===== src/rtl/serial_add_sub.sv =====
//----------------------------------------------------------------------------
// Module      : serial_add_sub
// Description : Bit-serial two's-complement adder/subtractor, LSB first,
//               one full-adder cell, start/done handshake.
// Revision    : 1.0 - initial release
//----------------------------------------------------------------------------
`default_nettype none

module serial_add_sub #(
  parameter int WIDTH = 8
) (
  input  logic             clk,
  input  logic             rst,
  input  logic             start,
  input  logic             sub,
  input  logic [WIDTH-1:0] a,
  input  logic [WIDTH-1:0] b,
  output logic [WIDTH-1:0] result,
  output logic             cout,
  output logic             ovf,
  output logic             busy,
  output logic             done
);

  localparam int CW = (WIDTH > 2) ? $clog2(WIDTH) : 1;
  localparam logic [CW-1:0] LAST_BIT = CW'(WIDTH - 1);

  localparam logic [1:0] S_IDLE = 2'd0;
  localparam logic [1:0] S_RUN  = 2'd1;
  localparam logic [1:0] S_DONE = 2'd2;

  logic [1:0]       state;
  logic [1:0]       state_next;
  logic [WIDTH-1:0] a_sh;
  logic [WIDTH-1:0] b_sh;
  logic             carry;
  logic             sub_q;
  logic [CW-1:0]    cnt;
  logic             sum_bit;
  logic             carry_next;
  logic             last_bit;

  assign sum_bit    = a_sh[0] ^ b_sh[0] ^ carry;
  assign carry_next = (a_sh[0] & b_sh[0]) | (a_sh[0] & carry) | (b_sh[0] & carry);
  assign last_bit   = (state == S_RUN) && (cnt == LAST_BIT);

  always_ff @(posedge clk or posedge rst) begin
    if (rst) begin
      state <= S_IDLE;
    end else begin
      state <= state_next;
    end
  end

  always_comb begin
    state_next = state;
    case (state)
      S_IDLE:  if (start) state_next = S_RUN;
      S_RUN:   if (cnt == LAST_BIT) state_next = S_DONE;
      S_DONE:  state_next = S_IDLE;
      default: state_next = S_IDLE;
    endcase
  end

  always_comb begin
    busy = (state == S_RUN) || (state == S_DONE);
    done = (state == S_DONE);
  end

  // Subtraction is a + ~b + 1: invert b on load and seed the carry with sub.
  always_ff @(posedge clk or posedge rst) begin
    if (rst) begin
      a_sh   <= '0;
      b_sh   <= '0;
      carry  <= 1'b0;
      sub_q  <= 1'b0;
      cnt    <= '0;
      result <= '0;
      cout   <= 1'b0;
      ovf    <= 1'b0;
    end else if (state == S_IDLE) begin
      if (start) begin
        a_sh  <= a;
        b_sh  <= sub ? ~b : b;
        carry <= sub;
        sub_q <= sub;
        cnt   <= '0;
      end
    end else if (state == S_RUN) begin
      result <= {sum_bit, result[WIDTH-1:1]};
      a_sh   <= a_sh >> 1;
      b_sh   <= b_sh >> 1;
      carry  <= carry_next;
      cnt    <= cnt + CW'(1);
      if (last_bit) begin
        // A missing carry out of the MSB means a borrow in subtract mode.
        ovf  <= carry ^ carry_next;
        cout <= carry_next ^ sub_q;
      end
    end
  end

endmodule

`default_nettype wire


===== config.mk =====
export PLATFORM = sky130hd
export DESIGN_NAME = serial_add_sub
export DESIGN_NICKNAME = d
export VERILOG_FILES = /design/src/rtl/serial_add_sub.sv
export SDC_FILE = /design/constraint.sdc
export NUM_CORES = 1
export LEC_CHECK = 0
export BUFFER_PORTS_ARGS = -buffer_cell sky130_fd_sc_hd__buf_4
export CORE_UTILIZATION = 50
export CTS_CLUSTER_DIAMETER = 40
export DETAILED_ROUTE_END_ITERATION = 6
export PLACE_DENSITY = 0.74
export SYNTH_ARGS = -nofsm -noshare
export SYNTH_HDL_FRONTEND = slang
export SYNTH_SLANG_ARGS = --single-unit

===== constraint.sdc =====
create_clock -name clk -period 2.4 [get_ports clk]
set_clock_uncertainty 0.1 [all_clocks]
set_input_delay 0.36 -clock clk [delete_from_list [all_inputs] [get_ports clk]]
set_output_delay 0.36 -clock clk [all_outputs]
set_load 0.03 [all_outputs]

; ---- Word level (Yosys, flattened, before mapping)
; Index checks and enable logic that the tools add are counted.
; W data, S select, Z words.
[op_classes]
eq_ne = 5
bitwise_logic = 11
n_reduce_logical = 9
addsub = 1
mux = 16
[op_table]
columns = operator, count
row1 = $mux W8, 7
row2 = $mux W3, 3
row3 = $not A8 Y8, 1
row4 = $reduce_and A2 Y1, 4
row5 = $mux W2, 2
row6 = $ne A2 B2 Y1 const B, 2
row7 = $pmux W2 S2, 1
row8 = $xor A1 B1 Y1, 4
row9 = $add A3 B1 Y3 const B, 1
row10 = $and A1 B1 Y1, 3
row11 = $eq A3 B3 Y1 const B, 1
row12 = $mux W1, 3
row13 = $reduce_and A3 Y1, 1
row14 = $eq A2 B1 Y1 const B, 1
row15 = $eq A2 B2 Y1 const B, 1
row16 = $logic_not A2 Y1, 1
row17 = $or A1 B1 Y1, 2
row18 = $reduce_bool A2 Y1, 1
row19 = $logic_and A1 B1 Y1, 1
row20 = $logic_or A1 B1 Y1, 1
row21 = $not A1 Y1, 1
[word_totals]
wordCells = 51
reg_bits = 33
output_inout_bits = 12
in_bits = 20

; ---- Logic depth before layout (Yosys ltp)
; Gate-level depths: netlist of run 1.
[depth]
depth_word = 5
depth_mapped = 7
ltp_nobuf = 5

; ---- Least setup slack after synthesis of run 1
; No wires, ideal clock.
[synth_timing]
path_type = register to register
startpoint = register state[0]
endpoint = register a_sh[0]
path_buffers = 2
period_less_slack_ps = 1517
t_arrival_ps = 1290
path_stages_with_launch = 7
t_required_ps = 2174
slack_ps = 883
setup_time_ps = 126
path_cell_list = dfrtp_1 -> inv_1 -> ha_1 -> buf_6 -> mux2i_4 -> buf_6 -> o21ai_0
[synth_between]
elab_chain_cells = 3
elab_cells_between_ends = 6
cone_classes = eq/ne: 2 / mux: 1 / reduce/logical: 3
[synth_rtl]
columns = element, line
row1 = start: declaration, 32  ; logic [1:0] state;
row2 = start signal: assignment, 51  ; state <= state_next;
row3 = $eq A2 B1 Y1 or $logic_not A2 Y1 (tied branches), "89, 81"
row4 = $reduce_bool A2 Y1 (no source line) or $ne A2 B2 Y1 (tied branches), n/a
row5 = $reduce_and A2 Y1 (no source line), n/a
row6 = end signal: assignment, 91  ; a_sh <= a_sh >> 1;
row7 = end: declaration, 34  ; logic [WIDTH-1:0] a_sh;
; Several ways; a longest one is shown, not always the timed one.
; A chain may end at the register's enable or synchronous reset.

; ---- Worst setup path in the final report of run 1
[layout_timing]
startpoint = register state[0]
endpoint = register a_sh[4]
; Same word-level chain as after synthesis.

==> results of run 1 <==
-- worst max-delay path by stage --
stage                     cells after the start  startpoint  endpoint  slack, ps
after detailed placement                      4    state[0]   a_sh[2]        450
after CTS                                     4    state[0]   a_sh[2]        440
after global routing                          4    state[1]   a_sh[2]        270
final                                         4    state[0]   a_sh[4]        440
after floorplan                               6    state[0]   a_sh[0]        880
after global placement                        4    state[0]    cnt[0]        550
-- state kept, by name, indices dropped and copies added, names as in the netlist --
signal  cells
cnt         3
sub_q       1
carry       1
a_sh        8
cout        1
state       2
b_sh        8
result      8
ovf         1
-- kinds of logic after synthesis --
logic type / synth area share (%)
adder cells (fa/ha/maj): 5.297
flip-flops: 52.97
multiplexers: 13.80
buffers and inverters: 4.655
XOR/XNOR: 5.618
AND/OR/NAND/NOR: 5.859
AO/OA/AOI/OAI: 11.80
-- stage by stage --
step	instances	setup WS, ps	util [%]
global placement	187	545.3	63.77
detailed placement	187	445.7	63.77
global route	195	271.7	65.70
finish	195	440.2	65.70
floorplan	128	883.4	-
CTS	195	439.3	65.70
-- final cells by class --
cell class | instances | share of cell area, %
multi-input cells | 83 | 35.25
well taps | 31 | 2.069
clock inverters | 3 | 0.9346
clock buffers | 5 | 2.003
inverters | 5 | 1.001
repair buffers | 35 | 14.69
flip-flops and latches | 33 | 44.06
-- power groups by stage --
stage	logic (mW)	registers, mW	clock network (mW)
global route	1.24	0.989	0.338
finish	1.13	0.965	0.302
global placement	1.11	0.958	0
floorplan	0.754	1.08	0
CTS	1.15	0.964	0.312
detailed placement	1.15	0.977	0
-- worst max-delay path, cell delays in order, from the launching register on --
cell and delay, ps:
dfrtp_1 400, inv_1 100, ha_1 320, mux2i_4 680, o21ai_0 210
-- synthesized netlist by cell type, types with 2 or more instances --
cell type,n
xnor2_1,10
a22o_1,2
nor2_1,7
nor2b_1,2
mux2_2,10
inv_1,5
o21ai_0,12
buf_2,4
buf_6,3
a221o_1,7
ha_1,5
mux2i_1,8
dfrtp_1,33
nand2_1,12
a21oi_1,2
-- routing by layer --
| metal | vias up | track usage, % | wire (microns) |
|---|---|---|---|
| met5 | - | 0 | 0 |
| met4 | 0 | 9.184 | 41 |
| li1 | 509 | - | - |
| met2 | 24 | 31.03 | 1360 |
| met1 | 497 | 24.67 | 1211 |
| met3 | 4 | 4.018 | 107 |
==> run_results.csv, run 1 <==
group,metric,value,unit
place,hpwlAfterDp,1.990,mm
clocking,cts_made_buffers,5,
place,io_buffer_count,31,
clocking,clk_latency,330,ps
route,ant_nets,0,
final_layout,multi_input_area,660.6,sq um
route,drtIter0Drc,25,
floorplanning,boundaryPins,32,
synth,seq_area_frac_synth,52.97,%
floorplanning,core-area,0.002853,sq mm
final_layout,drive_above_1_share,33.54,%
synth,syn_avg_cell_area,12.18,sq um
synth,synth_edf_count,0,
synth,synthCells,128,
floorplanning,fp-row-count,19,
synth,yosysWarnings,0,
run,maxCapViolCount,0,
clocking,postCtsSetupBuffers,0,
grt,grt_pass1_wl,4.705,mm
setup_path,crit_path_end_kind,"flop",
synth,synth_top_cell_by_area,"dfrtp_1",
grt,track_usage,19.17,%
floorplanning,floorplan.initialDensity,54.65,%
floorplanning,die-area,0.003345,sq mm
clocking,clockRootBuffer,"clkbuf_4",
setup_path,rr_endpoint,"a_sh[4]",
pwr,p_leak,0.9022,nW
floorplanning,die_width,57.84,microns
pwr,p_int,1.463,mW
synth,synth_top_area_share,52.97,%
synth,synth_nets,154,
clocking,cts_resized,0,
synth,async_flop_share,100.0,%
floorplanning,fp.dieH,57.84,microns
setup_path,worst_ep_required_time,2480,ps
sta,fin_crit,1960,ps
pwr,peakVddDrop,0.6161,mV
pwr,switching_share,39.04,%
pwr,p_seq_share,40.2,%
pwr,comb_power_share,47.2,%
route,vias_per_cell,5.303,
sta,worst_pin_slew,698.8,ps
clocking,ctsHoldBuffers,0,
setup_path,crit_path_max_fanout,28,
sta,slew_headroom,52.42,%
final_layout,final_cell_mix,"buf_4 (34), dfrtp_1 (33), nand2_1 (12), o21ai_0 (12)",
setup_path,worstSetupPathType,"reg2reg",
final_layout,fin_area,0.001874,sq mm
synth,synth_ff_type,"dfrtp_1",
place,placed_cell_area,0.001819,sq mm
sta,fmax,0.5102,GHz
clocking,htreeDepth,2,
final_layout,syn_to_final_growth,20.22,%
final_layout,num-nets-final,189,
sta,setup_tns,0,ps
outcome,violations,"design-rule violations",
synth,ys_ff_latch,33,
setup_path,critical_path_arrival,2040,ps
grt,antenna_found_initial,0,
final_layout,layout_commonest_cell,"buf_4",
setup_path,cp-start-kind,"flop",
grt,grt_max_degree,29,
sta,whs,21.10,ps
clocking,clockBufferDepth,2,
pwr,clock_power_share,12.6,%
pwr,p_switching,0.9373,mW
pwr,cellPowerDensity,1281,mW/mm^2
route,wire_per_inst,13.95,microns
route,drt-pass1-iter-count,6,
route,vias,1034,
synth,synth.area.top_cells,"dfrtp_1 (53%), mux2_2 (7.2%), xnor2_1 (5.6%), mux2i_1 (5.1%), a221o_1 (4.5%)",
outcome,status,"finished with violations",
clocking,path_clk_slew,110,ps
grt,grt_pass1_vias,1045,
final_layout,antenna_cells,0,
route,route.detailed.drc,5,
setup_path,worst-r2r-cell-count,4,
grt,overflow,0,
hold_path,hold_path_class,"in2async",
sta,setup_viol,0,
setup_path,rr_startpoint,"state[0]",
sta,hold_violations,0,
pwr,p_total,2.401,mW
setup_path,reg2reg_slack,440,ps
final_layout,fillers,241,
sta,slew_violations,0,
place,place_congestion,0.7462,
final_layout,ff_latch_area,825.8,sq um
clocking,clock-sinks,33,
synth,syn_area,0.001559,sq mm
route,wirelength,2.721,mm
clocking,cts_tree,"built",
synth,yosys.cell_types.count,21,
sta,post-route-period-util,81.66,%
sta,rsz0062_at_grt,"false",
Power figures use the tool's default switching activity.
==> inputs of run 2 (changes only) <==
--- a/config.mk
+++ b/config.mk
@@ -6,7 +6,7 @@
 export NUM_CORES = 1
 export LEC_CHECK = 0
 export BUFFER_PORTS_ARGS = -buffer_cell sky130_fd_sc_hd__buf_4
-export CORE_UTILIZATION = 50
+export CORE_UTILIZATION = 48
 export CTS_CLUSTER_DIAMETER = 40
 export DETAILED_ROUTE_END_ITERATION = 6
 export PLACE_DENSITY = 0.74
==> constraint.sdc (replaced) <==
create_clock -name clk -period 1.7 [get_ports clk]
set_clock_uncertainty 0.1 [all_clocks]
set_input_delay 0.255 -clock clk [delete_from_list [all_inputs] [get_ports clk]]
set_output_delay 0.255 -clock clk [all_outputs]
set_load 0.03 [all_outputs]
==> run 2 against run 1 <==
Against the previous run: core utilization down 3.6 points; critical path depth down 1; combinational power up 48%; the flow now finishes without violations; clock power up 33%; count of clock-buffer cells in the layout up 1; setup slack worse by 360 ps; die area up 4.0%; first-iteration DRC count up 28%; sequential power up 41%; largest power group unchanged; sequential cell count unchanged; via count up 4.3%; final cell count up 7.7%.
==> run_results.csv, run 2 (same netlist as run 1, synthesis figures left out) <==
group,metric,value,unit
clocking,clockBufferDepth,2,
hold_path,min_from,"a[7]",
route,wirelength,2.661,mm
clocking,htreeDepth,2,
setup_path,crit_chain,"inv_2 -> ha_2 -> buf_4",
place,hpwlAfterDp,1.989,mm
grt,antenna_found_initial,0,
place,place_congestion,0.7929,
sta,slew_headroom,72.33,%
pwr,p_total,3.426,mW
clocking,clk_latency,320,ps
floorplanning,floorplan.initialDensity,50.65,%
route,ant_nets,0,
clocking,cts_made_buffers,5,
grt,track_usage,17.84,%
setup_path,worst_ep_required_time,1340,ps
route,drtIter0Drc,32,
route,vias_per_cell,5.133,
grt,overflow,0,
floorplanning,core-area,0.003078,sq mm
pwr,peakVddDrop,0.9674,mV
final_layout,num-nets-final,191,
hold_path,hold_path_class,"in2reg",
setup_path,startpoint,"state[0]",
final_layout,fillers,260,
floorplanning,die-area,0.003480,sq mm
setup_path,worstSetupPathType,"reg2out",
clocking,clockRootBuffer,"clkbuf_4",
clocking,path_clk_slew,100,ps
final_layout,largest_registers,"a_sh (8), b_sh (8), result (8)",
clocking,clock-sinks,33,
floorplanning,fp-row-count,20,
place,io_buffer_count,31,
sta,post-route-period-util,95.18,%
final_layout,drive_above_1_share,36.14,%
sta,rsz0062_at_grt,"false",
setup_path,critPathBufInv,2,
clocking,cts_tree,"built",
run,maxCapViolCount,0,
final_layout,antenna_cells,0,
final_layout,syn_to_final_growth,22.63,%
route,route.detailed.drc,0,
grt,grt_pass1_vias,998,
route,vias,1078,
sta,worst_pin_slew,413.1,ps
final_layout,fin_cells,210,
floorplanning,die_width,58.99,microns
grt,grt_pass1_wl,4.374,mm
setup_path,rr_startpoint,"state[0]",
setup_path,crit_path_max_fanout,3,
clocking,postCtsSetupBuffers,0,
setup_path,cp_top_family,"flip-flops",
setup_path,max_stage_delay,410,ps
sta,hold_violations,0,
outcome,status,"finished clean",
setup_path,critical_path_arrival,1260,ps
grt,grt_max_degree,34,
route,drt-pass1-iter-count,4,
final_layout,layout_commonest_cell,"buf_4",
sta,fmax,0.6180,GHz
floorplanning,boundaryPins,32,
sta,fin_crit,1618,ps
sta,setup_viol,0,
pwr,p_leak,0.9114,nW
setup_path,crit_path_end_kind,"output port",
pwr,cellPowerDensity,1792,mW/mm^2
floorplanning,fp.dieH,58.99,microns
final_layout,final_cell_mix,"buf_4 (35), dfrtp_1 (33), o21ai_0 (12)",
route,wire_per_inst,12.67,microns
place,dp.cells,201,
sta,slew_violations,0,
setup_path,critPathSlowestCell,"dfrtp_1",
setup_path,cp-start-kind,"flop",
## run 2: cell count changes in the layout (fill, tap and decap cells not counted), sizes merged
cell	change
dlygate4sd3	+1
clkbuf	+1
clkinvlp	-1
buf	+1
## run 2: path summary, 6_finish.rpt
kind                           end  slack, ps  cells past startpoint
max                           busy         80                      3
max in group asynchronous    carry        730                      4
min reg2reg                b_sh[7]        380                      2
min in group asynchronous  a_sh[7]        480                      4
min                        a_sh[7]         80                      2
max reg2reg                b_sh[0]        140                      5
## run 2: where the power goes
| part | total, mW | internal (mW) | switching, mW |
|---|---|---|---|
| combinational | 1.67 | 0.829 | 0.839 |
| sequential | 1.36 | 1.14 | 0.218 |
| clock | 0.402 | 0.157 | 0.245 |
| total | 3.43 | 2.13 | 1.30 |
## run 2: routing by layer
layer  wire [microns]  vias to the layer above  global-route usage (%)
met4               60                        0                   8.163
li1                 -                      522                       -
met1             1193                      517                   21.66
met5                0                        -                       0
met3              120                        8                   7.424
met2             1286                       31                   27.76
## run 2: repair_timing
item | in CTS | in global routing
hold endpoints to repair | 33 | 0
hold buffers | 1 | 0
gates resized for setup | 2 | 3
endpoints found under the setup margin | 10 | 22
## run 2: layout make-up
| type | instances | area (sq um) | area share, % |
|---|---|---|---|
| inverter | 5 | 18.77 | 0.9817 |
| sequential | 33 | 825.8 | 43.19 |
| clock inverter | 2 | 10.01 | 0.5236 |
| clock buffer | 6 | 41.29 | 2.160 |
| timing repair buffer | 37 | 292.8 | 15.31 |
| multi-input combinational | 83 | 668.1 | 34.95 |
| tap | 44 | 55.05 | 2.880 |
## run 2: metrics by stage
stage	setup TNS [ps]	instance area (sq um)	utilization (%)	hold WS, ps	setup WS (ps)
after global routing	0	1912	62.11	64.42	24.35
after global placement	0	1843	59.88	260.6	30.69
after CTS	-12.05	1909	62.03	79.04	-6.166
after detailed placement	-679.1	1843	59.88	283.3	-85.50
after floorplan	0	1559	-	283.9	183.4
final	0	1912	62.11	84.87	81.86
==> inputs of run 3 (changes only) <==
--- a/config.mk
+++ b/config.mk
@@ -5,11 +5,12 @@
 export SDC_FILE = /design/constraint.sdc
 export NUM_CORES = 1
 export LEC_CHECK = 0
+export ABC_AREA = 1
 export BUFFER_PORTS_ARGS = -buffer_cell sky130_fd_sc_hd__buf_4
-export CORE_UTILIZATION = 48
+export CORE_UTILIZATION = 49
 export CTS_CLUSTER_DIAMETER = 40
 export DETAILED_ROUTE_END_ITERATION = 6
-export PLACE_DENSITY = 0.74
+export PLACE_DENSITY = 0.79
 export SYNTH_ARGS = -nofsm -noshare
 export SYNTH_HDL_FRONTEND = slang
 export SYNTH_SLANG_ARGS = --single-unit
==> run 3 against run 2 <==
Against the previous run: final cell count grew 40%; non-clock buffer count grew 1; cell area grew 5.3%; maximum frequency grew 1.7%.
==> run_results.csv, run 3 <==
group,metric,value,unit
route,drt-pass1-iter-count,4,
setup_path,critPathBufInv,2,
grt,track_usage,20.24,%
synth,yosys.area_share.adder,4.948,%
pwr,p_leak,1.109,nW
hold_path,min_from,"a[7]",
synth,synthMostInstantiatedCell,"nand2_1",
synth,syn_avg_cell_area,7.800,sq um
place,placed_cell_area,0.001948,sq mm
synth,synth_top_cell_by_area,"dfrtp_1",
setup_path,cp_top_family,"flip-flops",
place,io_buffer_count,31,
clocking,clockRootBuffer,"clkbuf_4",
floorplanning,floorplan.initialDensity,52.94,%
place,hpwlAfterDp,2.173,mm
final_layout,drive_above_1_share,18.73,%
clocking,path_clk_slew,90,ps
outcome,status,"finished clean",
grt,antenna_found_initial,0,
sta,post-route-period-util,93.62,%
synth,seq_area_frac_synth,49.48,%
grt,grt_pass1_vias,1273,
setup_path,crit_chain,"inv_1 -> ha_1 -> buf_4",
synth,synth_top_family_by_area,"simple AND/OR/NAND/NOR gates",
setup_path,reg2reg_slack,170,ps
hold_path,worstHoldPathCells,3,
clocking,cts_made_buffers,5,
setup_path,critical_path_arrival,1240,ps
synth,synth.area.top_cells,"dfrtp_1 (49%), nand2_1 (19%), o21ai_0 (8.1%), inv_1 (6.7%), ha_1 (3.7%)",
setup_path,rr_startpoint,"state[0]",
route,route.detailed.drc,0,
clocking,cts_resized,0,
setup_path,critPathSlowestCell,"dfrtp_1",
synth,ys_ff_latch,33,
floorplanning,die-area,0.003644,sq mm
sta,worst_pin_slew,393.2,ps
clocking,clockBufferDepth,2,
final_layout,fin_area,0.002013,sq mm
final_layout,num-nets-final,277,
grt,grt_max_degree,34,
hold_path,hold_path_class,"in2reg",
clocking,clock-sinks,33,
synth,yosysWarnings,0,
route,ant_nets,0,
setup_path,crit_path_end_kind,"output port",
route,wirelength,2.992,mm
synth,synth_edf_count,0,
synth,synth_xor_area_share,1.574,%
setup_path,cp.depth,3,
sta,rsz0062_at_grt,"false",
synth,synth_compound_area_share,10.79,%
run,maxCapViolCount,0,
pwr,peakVddDrop,0.8120,mV
synth,syn_area,0.001669,sq mm
sta,whs,92.36,ps
final_layout,fillers,298,
sta,fin_crit,1592,ps
route,wire_per_inst,10.14,microns
grt,grt_pass1_wl,5.430,mm
final_layout,fin_cells,295,
floorplanning,boundaryPins,32,
final_layout,syn_to_final_growth,20.61,%
pwr,cellPowerDensity,1790,mW/mm^2
setup_path,worstSetupPathType,"reg2out",
sta,slew_violations,0,
clocking,cts_tree,"built",
sta,setup_tns,0,ps
sta,hold_violations,0,
floorplanning,fp.dieH,60.37,microns
place,place_congestion,0.7614,
sta,setup_viol,0,
setup_path,rr_endpoint,"b_sh[7]",
synth,synth_simple_gate_area_share,22.56,%
place,dp.cells,287,
setup_path,worst-r2r-cell-count,7,
final_layout,antenna_cells,0,
sta,fmax,0.6283,GHz
clocking,htreeDepth,2,
setup_path,cp-start-kind,"flop",
final_layout,largest_registers,"a_sh (8), b_sh (8), result (8)",
floorplanning,die_width,60.37,microns
final_layout,layout_commonest_cell,"nand2_1",
route,drtIter0Drc,50,
synth,yosys.cell_types.count,21,
setup_path,crit_path_max_fanout,3,
floorplanning,core-area,0.003153,sq mm
final_layout,final_cell_mix,"nand2_1 (83), buf_4 (37), dfrtp_1 (33)",
synth,synthCells,214,
synth,async_flop_share,100.0,%
grt,overflow,0,
clocking,clk_latency,320,ps
floorplanning,fp-row-count,20,
route,vias_per_cell,4.600,
synth,synth_ff_type,"dfrtp_1",
synth,muxShareOfSynthArea,0,%
synth,synth_top_area_share,49.48,%
setup_path,max_stage_delay,380,ps
synth,synth_nets,240,
hold_path,min_to,"a_sh[7]",
setup_path,worst_ep_required_time,1340,ps
route,vias,1357,
synth,synth_top_cells_by_count,"nand2_1 (83), dfrtp_1 (33), inv_1 (30)",
sta,slew_headroom,73.78,%
run 3: cell count changes in the layout (fill, tap and decap cells not counted), sizes merged, moves of 5 or more:
| cell | previous run | this run |
|---|---|---|
| a221o | 7 | 0 |
| inv | 5 | 32 |
| mux2 | 10 | 0 |
| mux2i | 9 | 0 |
| nand2 | 12 | 85 |
| nand3 | 0 | 8 |
| nor2 | 7 | 2 |
| o21ai | 13 | 35 |
| xnor2 | 10 | 1 |
run 3: timing repair:
| item | CTS | global route |
|---|---|---|
| buffers inserted | 0 | 0 |
| hold buffers | 1 | 0 |
| endpoints found under the hold margin | 33 | 0 |
run 3: cell type report:
type | count | area (sq um) | area share, %
multi-input combinational | 140 | 665.6 | 33.06
clock buffer | 7 | 55.05 | 2.735
tap | 44 | 55.05 | 2.735
inverter | 33 | 123.9 | 6.153
timing repair buffer | 38 | 287.8 | 14.29
sequential | 33 | 825.8 | 41.02
run 3: power by group:
group          switching, mW  leakage, nW  internal [mW]
Sequential             0.194        0.420           1.14
Combinational           1.15        0.658          0.679
Clock                  0.246       0.0314          0.195
run 3: layer usage:
metal	vias up	global-route usage (%)	part of all wire [%]
met2	22	32.97	49
met4	0	5.980	0.57
li1	729	-	-
met1	604	26.32	47
met3	2	5.757	3.5
met5	-	0	0
run 3: kinds of logic (layout without fill, tap and decap cells):
family | Yosys count | in the layout
fa+ha+maj | 6 | 6
flops | 33 | 33
buf+inv | 41 | 78
xor+xnor | 3 | 3
simple gates | 95 | 95
compound gates | 36 | 36
run 3: how the worst max path moves through the flow:
stage | startpoint | slack, ps | end
floorplan | state[0] | 280 | b_sh[0]
global placement | state[0] | 230 | b_sh[7]
detailed placement | state[0] | 160 | b_sh[7]
CTS | state[0] | 90 | busy
global route | state[0] | 30 | b_sh[5]
finish | state[0] | 110 | busy
run 3: worst min-delay path: stages:
cell and delay (ps):
buf_4 80, nand3_1 60, o21ai_1 70
run 3: per-stage QoR:
stage	power [mW]	worst slack [ps]	util [%]
global placement	3.131	234.9	61.79
floorplan	2.710	278.1	-
global route	3.982	27.56	63.85
finish	3.604	108.4	63.85
detailed placement	3.192	155.3	61.79
CTS	3.646	91.53	63.85
